==> src/rtl/bin_to_7seg_if.sv <==
// rtl/bin_to_7seg_if.sv - digit value/control inputs and segment drive outputs for one display digit
interface bin_to_7seg_if;
    logic [3:0] binary;
    logic       blank;
    logic       lamp_test;
    logic       dp_in;
    logic [6:0] seg;
    logic       dp;

    modport master (
        output binary, blank, lamp_test, dp_in,
        input  seg, dp
    );

    modport slave (
        input  binary, blank, lamp_test, dp_in,
        output seg, dp
    );
endinterface

==> src/rtl/bin_to_7seg.sv <==
// rtl/bin_to_7seg.sv - registered binary to seven-segment decoder; BIN_TO_7SEG_HEX_EN enables A-F glyphs
module bin_to_7seg #(
    parameter bit SEG_ACTIVE_LOW = 1'b0
) (
    input  logic         clk,
    input  logic         rst,
    bin_to_7seg_if.slave bus
);

    logic [6:0] glyph;
    logic [6:0] seg_logic;
    logic       dp_logic;
    logic [6:0] seg_q;
    logic       dp_q;

    // Glyphs are in lit-high form, bit 6 = a down to bit 0 = g.
    always_comb begin
        glyph = 7'b0000000;
        case (bus.binary)
            4'd0:    glyph = 7'b1111110;
            4'd1:    glyph = 7'b0110000;
            4'd2:    glyph = 7'b1101101;
            4'd3:    glyph = 7'b1111001;
            4'd4:    glyph = 7'b0110011;
            4'd5:    glyph = 7'b1011011;
            4'd6:    glyph = 7'b1011111;
            4'd7:    glyph = 7'b1110000;
            4'd8:    glyph = 7'b1111111;
            4'd9:    glyph = 7'b1111011;
`ifdef BIN_TO_7SEG_HEX_EN
            4'd10:   glyph = 7'b1110111;
            4'd11:   glyph = 7'b0011111;
            4'd12:   glyph = 7'b1001110;
            4'd13:   glyph = 7'b0111101;
            4'd14:   glyph = 7'b1001111;
            4'd15:   glyph = 7'b1000111;
`endif
            default: glyph = 7'b0000000;
        endcase
    end

    always_comb begin
        seg_logic = glyph;
        dp_logic  = bus.dp_in;
        if (bus.lamp_test) begin
            seg_logic = 7'b1111111;
            dp_logic  = 1'b1;
        end else if (bus.blank) begin
            seg_logic = 7'b0000000;
            dp_logic  = 1'b0;
        end
    end

    // Polarity is folded in before the register so the pins are driven straight from flops.
    always_ff @(posedge clk) begin
        if (rst) begin
            seg_q <= {7{SEG_ACTIVE_LOW}};
            dp_q  <= SEG_ACTIVE_LOW;
        end else begin
            seg_q <= seg_logic ^ {7{SEG_ACTIVE_LOW}};
            dp_q  <= dp_logic ^ SEG_ACTIVE_LOW;
        end
    end

    assign bus.seg = seg_q;
    assign bus.dp  = dp_q;

endmodule

==> src/flat_wrapper.sv <==
// flat-port wrapper written by rule: the top's interface ports become plain ports
module bin_to_7seg_flat 
#(
    parameter bit SEG_ACTIVE_LOW = 1'b0
)
  (clk, rst, bus_binary, bus_blank, bus_lamp_test, bus_dp_in, bus_seg, bus_dp);
  bin_to_7seg_if bus_i ();
  input  logic clk;
  input  logic rst;
  input wire logic [$bits(bus_i.binary)-1:0] bus_binary;
  input wire logic [$bits(bus_i.blank)-1:0] bus_blank;
  input wire logic [$bits(bus_i.lamp_test)-1:0] bus_lamp_test;
  input wire logic [$bits(bus_i.dp_in)-1:0] bus_dp_in;
  output wire logic [$bits(bus_i.seg)-1:0] bus_seg;
  output wire logic [$bits(bus_i.dp)-1:0] bus_dp;
  assign bus_i.binary = bus_binary;
  assign bus_i.blank = bus_blank;
  assign bus_i.lamp_test = bus_lamp_test;
  assign bus_i.dp_in = bus_dp_in;
  assign bus_seg = bus_i.seg;
  assign bus_dp = bus_i.dp;
  bin_to_7seg #(.SEG_ACTIVE_LOW(SEG_ACTIVE_LOW)) u_core (.clk(clk), .rst(rst), .bus(bus_i));
endmodule
==> config.mk <==
export PLATFORM = sky130hd
export DESIGN_NAME = bin_to_7seg_flat
export DESIGN_NICKNAME = d
export VERILOG_FILES = /design/src/rtl/bin_to_7seg_if.sv /design/src/rtl/bin_to_7seg.sv /design/src/flat_wrapper.sv
export SDC_FILE = /design/constraint.sdc
export NUM_CORES = 1
export LEC_CHECK = 0
export CORE_AREA = 10 10 47 49
export DETAILED_ROUTE_END_ITERATION = 7
export DIE_AREA = 0 0 57 59
export SLEW_MARGIN = 25
export SYNTH_ARGS = -nofsm -noshare
export SYNTH_HDL_FRONTEND = slang
export SYNTH_SLANG_ARGS = --single-unit
==> constraint.sdc <==
create_clock -name clk -period 1.1 [get_ports clk]
set_clock_uncertainty 0.15 [all_clocks]
set_input_delay 0.22 -clock clk [delete_from_list [all_inputs] [get_ports clk]]
set_output_delay 0.22 -clock clk [all_outputs]
set_load 0.005 [all_outputs]
Yosys cells after proc, flatten, opt, wreduce, memory -nomap -nowiden
Memories as Yosys holds them, arrays and structs flattened. Index checks and enable logic that the tools add are counted. W data, S select, Z words.

Multiplexer cells: 4.

Operators by type and width (count): $mux W7 (2); $mux W1 (2).

Register bits after elaboration: 8. Bits in read-only memories: 112. Input port bits: 9. Output and inout bits: 8. Memories kept: 1.

Memory list: (name not given) (depth 16, bits a word 7, read ports 1, clocked after Yosys merged registers in 0, write ports 0, line bin_to_7seg.sv:19) `case (bus.binary)`.

Depth between registers and ports, before layout
An unclocked memory read counts as a cell.

Word-level depth: 3. Gate-level depth with buffers: 5. Gate-level depth less buffers: 5.

Worst setup path before layout
No wires, ideal clock.

Kind: input-to-reg. From: input bus_binary[0]. To: register u_core.seg_q[5], in the netlist u_core.bus.seg[5]. Arrival time: 775 ps. Required time: 831 ps. Setup slack: 56 ps. Stages: 5. Cell sequence: inv_1 ha_1 nor2_1 o21ai_0 a21oi_1.

Word-level cells in the longest chain between the ends: 3.

Ends and longest elaborated chain: from (decl) (line flat_wrapper.sv:10) `input wire logic [$bits(bus_i.binary)-1:0] bus_binary;`; $mem_v2 Z16 W7; $mux W7 (line bin_to_7seg.sv:48) `end else if (bus.blank) begin`; $mux W7 (line bin_to_7seg.sv:45) `if (bus.lamp_test) begin`; to (signal assigned) (line bin_to_7seg.sv:57) `seg_q <= {7{SEG_ACTIVE_LOW}};`; to (signal assigned) (line bin_to_7seg.sv:60) `seg_q <= seg_logic ^ {7{SEG_ACTIVE_LOW}};`; to (decl) (line bin_to_7seg.sv:13) `logic [6:0] seg_q;`.

Every way passes these cells. A chain may end at the register's enable or synchronous reset.

Final worst setup path
From: input bus_binary[1]. To: register u_core.seg_q[0], in the netlist u_core.bus.seg[0].

The elaborated chain is that of the path after synthesis.

==> run summary <==
critical-path cell list: clkdlybuf4s15_2, buf_4, xor2_1, a311oi_2, nor2_1
CP Capture Type: flop
Critical Path RT: 1.08 ns
Initial Utilization: 0.305
Multi-input gate area: 279 um^2
Worst Slack Setup Final: 0.0211 ns
Worst Hold Depth: 2
CTS tree: done
Largest stage delay, worst path: 0.26 ns
Setup TNS: 0 ns
final std cells w/o fill: 87
placed cell count: 84
Area Growth Syn to Fin: 56.7%
most frequent cells in the layout: 8 x buf_2, 8 x buf_4, 8 x dfxtp_1, 6 x nor2_1
row cnt: 14
Vias: 383
Cell variety after synth: 19
die height: 59 um
crit path max fanout: 4
max-cap violation count: 0
worst slew pin tran: 0.272 ns
htree depth: 1
NetSw: 166 uW
GRT overflow: 0
Worst VDD drop: 0.366 mV
synth warn: 0
Switching Share: 0.238
CTS Buf Count: 3
sequential cell area: 160 um^2
core area: 1400 um^2
Seq cells post-synth: 8
number of global-route vias before repair: 401
DR iter-0 viols: 6
GR Util All Layers: 0.0626
P_int: 531 uW
Final Max Tran Viols: 0
Longest Clk Path Bufs: 2
largest net degree at the start of global routing: 8
clock slew at reported path FFs: 0.05 ns
initial antenna violation count: 0
Hold Crit Start: rst
Clock Sinks: 8
n_diodes: 0
share of cells above drive strength 1: 0.451
status: finished, final reports clean
Slew headroom: 0.818
count of final hold-check violations: 0
CP arrival: 1.06 ns
Crit path buffers/inverters: 2
CP max-delay cell: a311oi_2
gpl congestion: 0.802
cell area power density: 1040 nW/um^2
total power: 698 uW
setup violators final: 0
fillers: 147
die width: 57 um
Mean Syn Cell Area: 9.51 um^2
clock share of power: 0.291
first-pass GRT wire length: 1690 um
vias per cell: 4.40
register area share after synthesis: 0.374
Comb power frac: 0.253
PortBufs: 16
crit share post-route: 0.981
die footprint: 3360 um^2
crit-path leading delay family: buffers and inverters
pre-CTS WS: -0.579 ns
Worst Hold End: u_core.bus.seg[0]
fin nets: 87
static leakage: 0.000325 uW
design area: 671 um^2
Mapped Area: 428 um^2
DP Area: 657 um^2
I/O Pins: 17
Tmin final: 1.08 ns
syn nets: 59
DRT Pass-1 Iters: 4
drt drc: 0
Worst setup SP type: primary input
Post-Syn Instances: 45
critical setup path kind: in -> reg
hold crit path type: in -> reg
HPWL after detailed placement: 805 um
Final ANT Viol Nets: 0
hold bufs inserted after CTS: 0
drt total wl: 983 um
Reg power frac: 0.456
CTS Root Cell: clkbuf_4
fmax: 927 MHz
unrepaired setup endpoints after global routing: true
drt wl/cell: 11.3 um
timing repair:
action                     in CTS  in global routing
setup endpoints to repair      16                  2
buffers inserted                0                  0
gates resized for setup        51                  1
pin swaps                       2                  1
power groups by stage:
stage | Combinational [uW] | Clock [uW] | Sequential [uW]
after floorplan | 70.9 | 0 | 328
after global placement | 190 | 0 | 324
after detailed placement | 190 | 0 | 325
after CTS | 179 | 213 | 319
after global routing | 197 | 227 | 321
final | 176 | 203 | 318
sequential cells by signal (all words and copies together), names as in the netlist:
signal,flops
u_core.bus.seg,7
u_core.bus.dp,1
synth_stat cells:
cell type | number | area share
dfxtp_1 | 8 | 0.37
nand2b_1 | 1 | 0.015
o21ai_1 | 1 | 0.012
xor2_1 | 1 | 0.020
or2b_1 | 1 | 0.018
mux2_4 | 1 | 0.035
nor2_1 | 6 | 0.053
o21ai_0 | 1 | 0.012
nand2b_4 | 1 | 0.032
a311oi_1 | 1 | 0.020
ha_1 | 5 | 0.15
nor4b_1 | 1 | 0.020
a31oi_1 | 2 | 0.029
inv_1 | 5 | 0.044
a21o_1 | 1 | 0.018
a21oi_1 | 6 | 0.070
a2bb2oi_2 | 1 | 0.035
a21oi_2 | 1 | 0.020
buf_6 | 1 | 0.026
routing by layer:
metal / up-vias / wire length (um) / track usage
met1: 165 / 417 / 0.0615
met5: - / 0 / 0
met3: 2 / 63 / 0.0236
met2: 12 / 478 / 0.0992
met4: 0 / 23 / 0.0604
li1: 204 / - / -
layout make-up:
cell class | instances | area share
Tap cell | 16 | 0.0299
Clock buffer | 3 | 0.0336
Multi-Input combinational cell | 31 | 0.416
Sequential cell | 8 | 0.239
Timing Repair Buffer | 24 | 0.254
Inverter | 5 | 0.0280
cells by family after synthesis:
group           Yosys count  share of synthesized area
compound gates           14                      0.216
xor+xnor                  1                     0.0205
mux                       1                     0.0351
flops                     8                      0.374
fa+ha+maj                 5                      0.146
buf+inv                   6                     0.0702
simple gates             10                      0.137
stage by stage:
step / utilization / hold WS, ns
global placement: 0.469 / 0.698
detailed placement: 0.469 / 0.716
finish: 0.479 / 0.241
floorplan: - / 0.139
CTS: 0.482 / 0.232
global route: 0.479 / 0.258
worst max-delay path by stage:
stage	start	end	slack (ns)	cells after the start
final	bus_binary[1]	u_core.bus.seg[0]	0.02	5
after floorplan	bus_binary[0]	u_core.bus.seg[5]	0.06	5
after detailed placement	bus_binary[1]	u_core.bus.seg[5]	-0.58	6
after CTS	bus_binary[1]	u_core.bus.seg[0]	0.01	5
after global routing	bus_binary[1]	u_core.bus.seg[0]	-0.02	5
after global placement	bus_binary[0]	u_core.bus.seg[3]	-0.57	5
(Power assumes the default switching activity.)
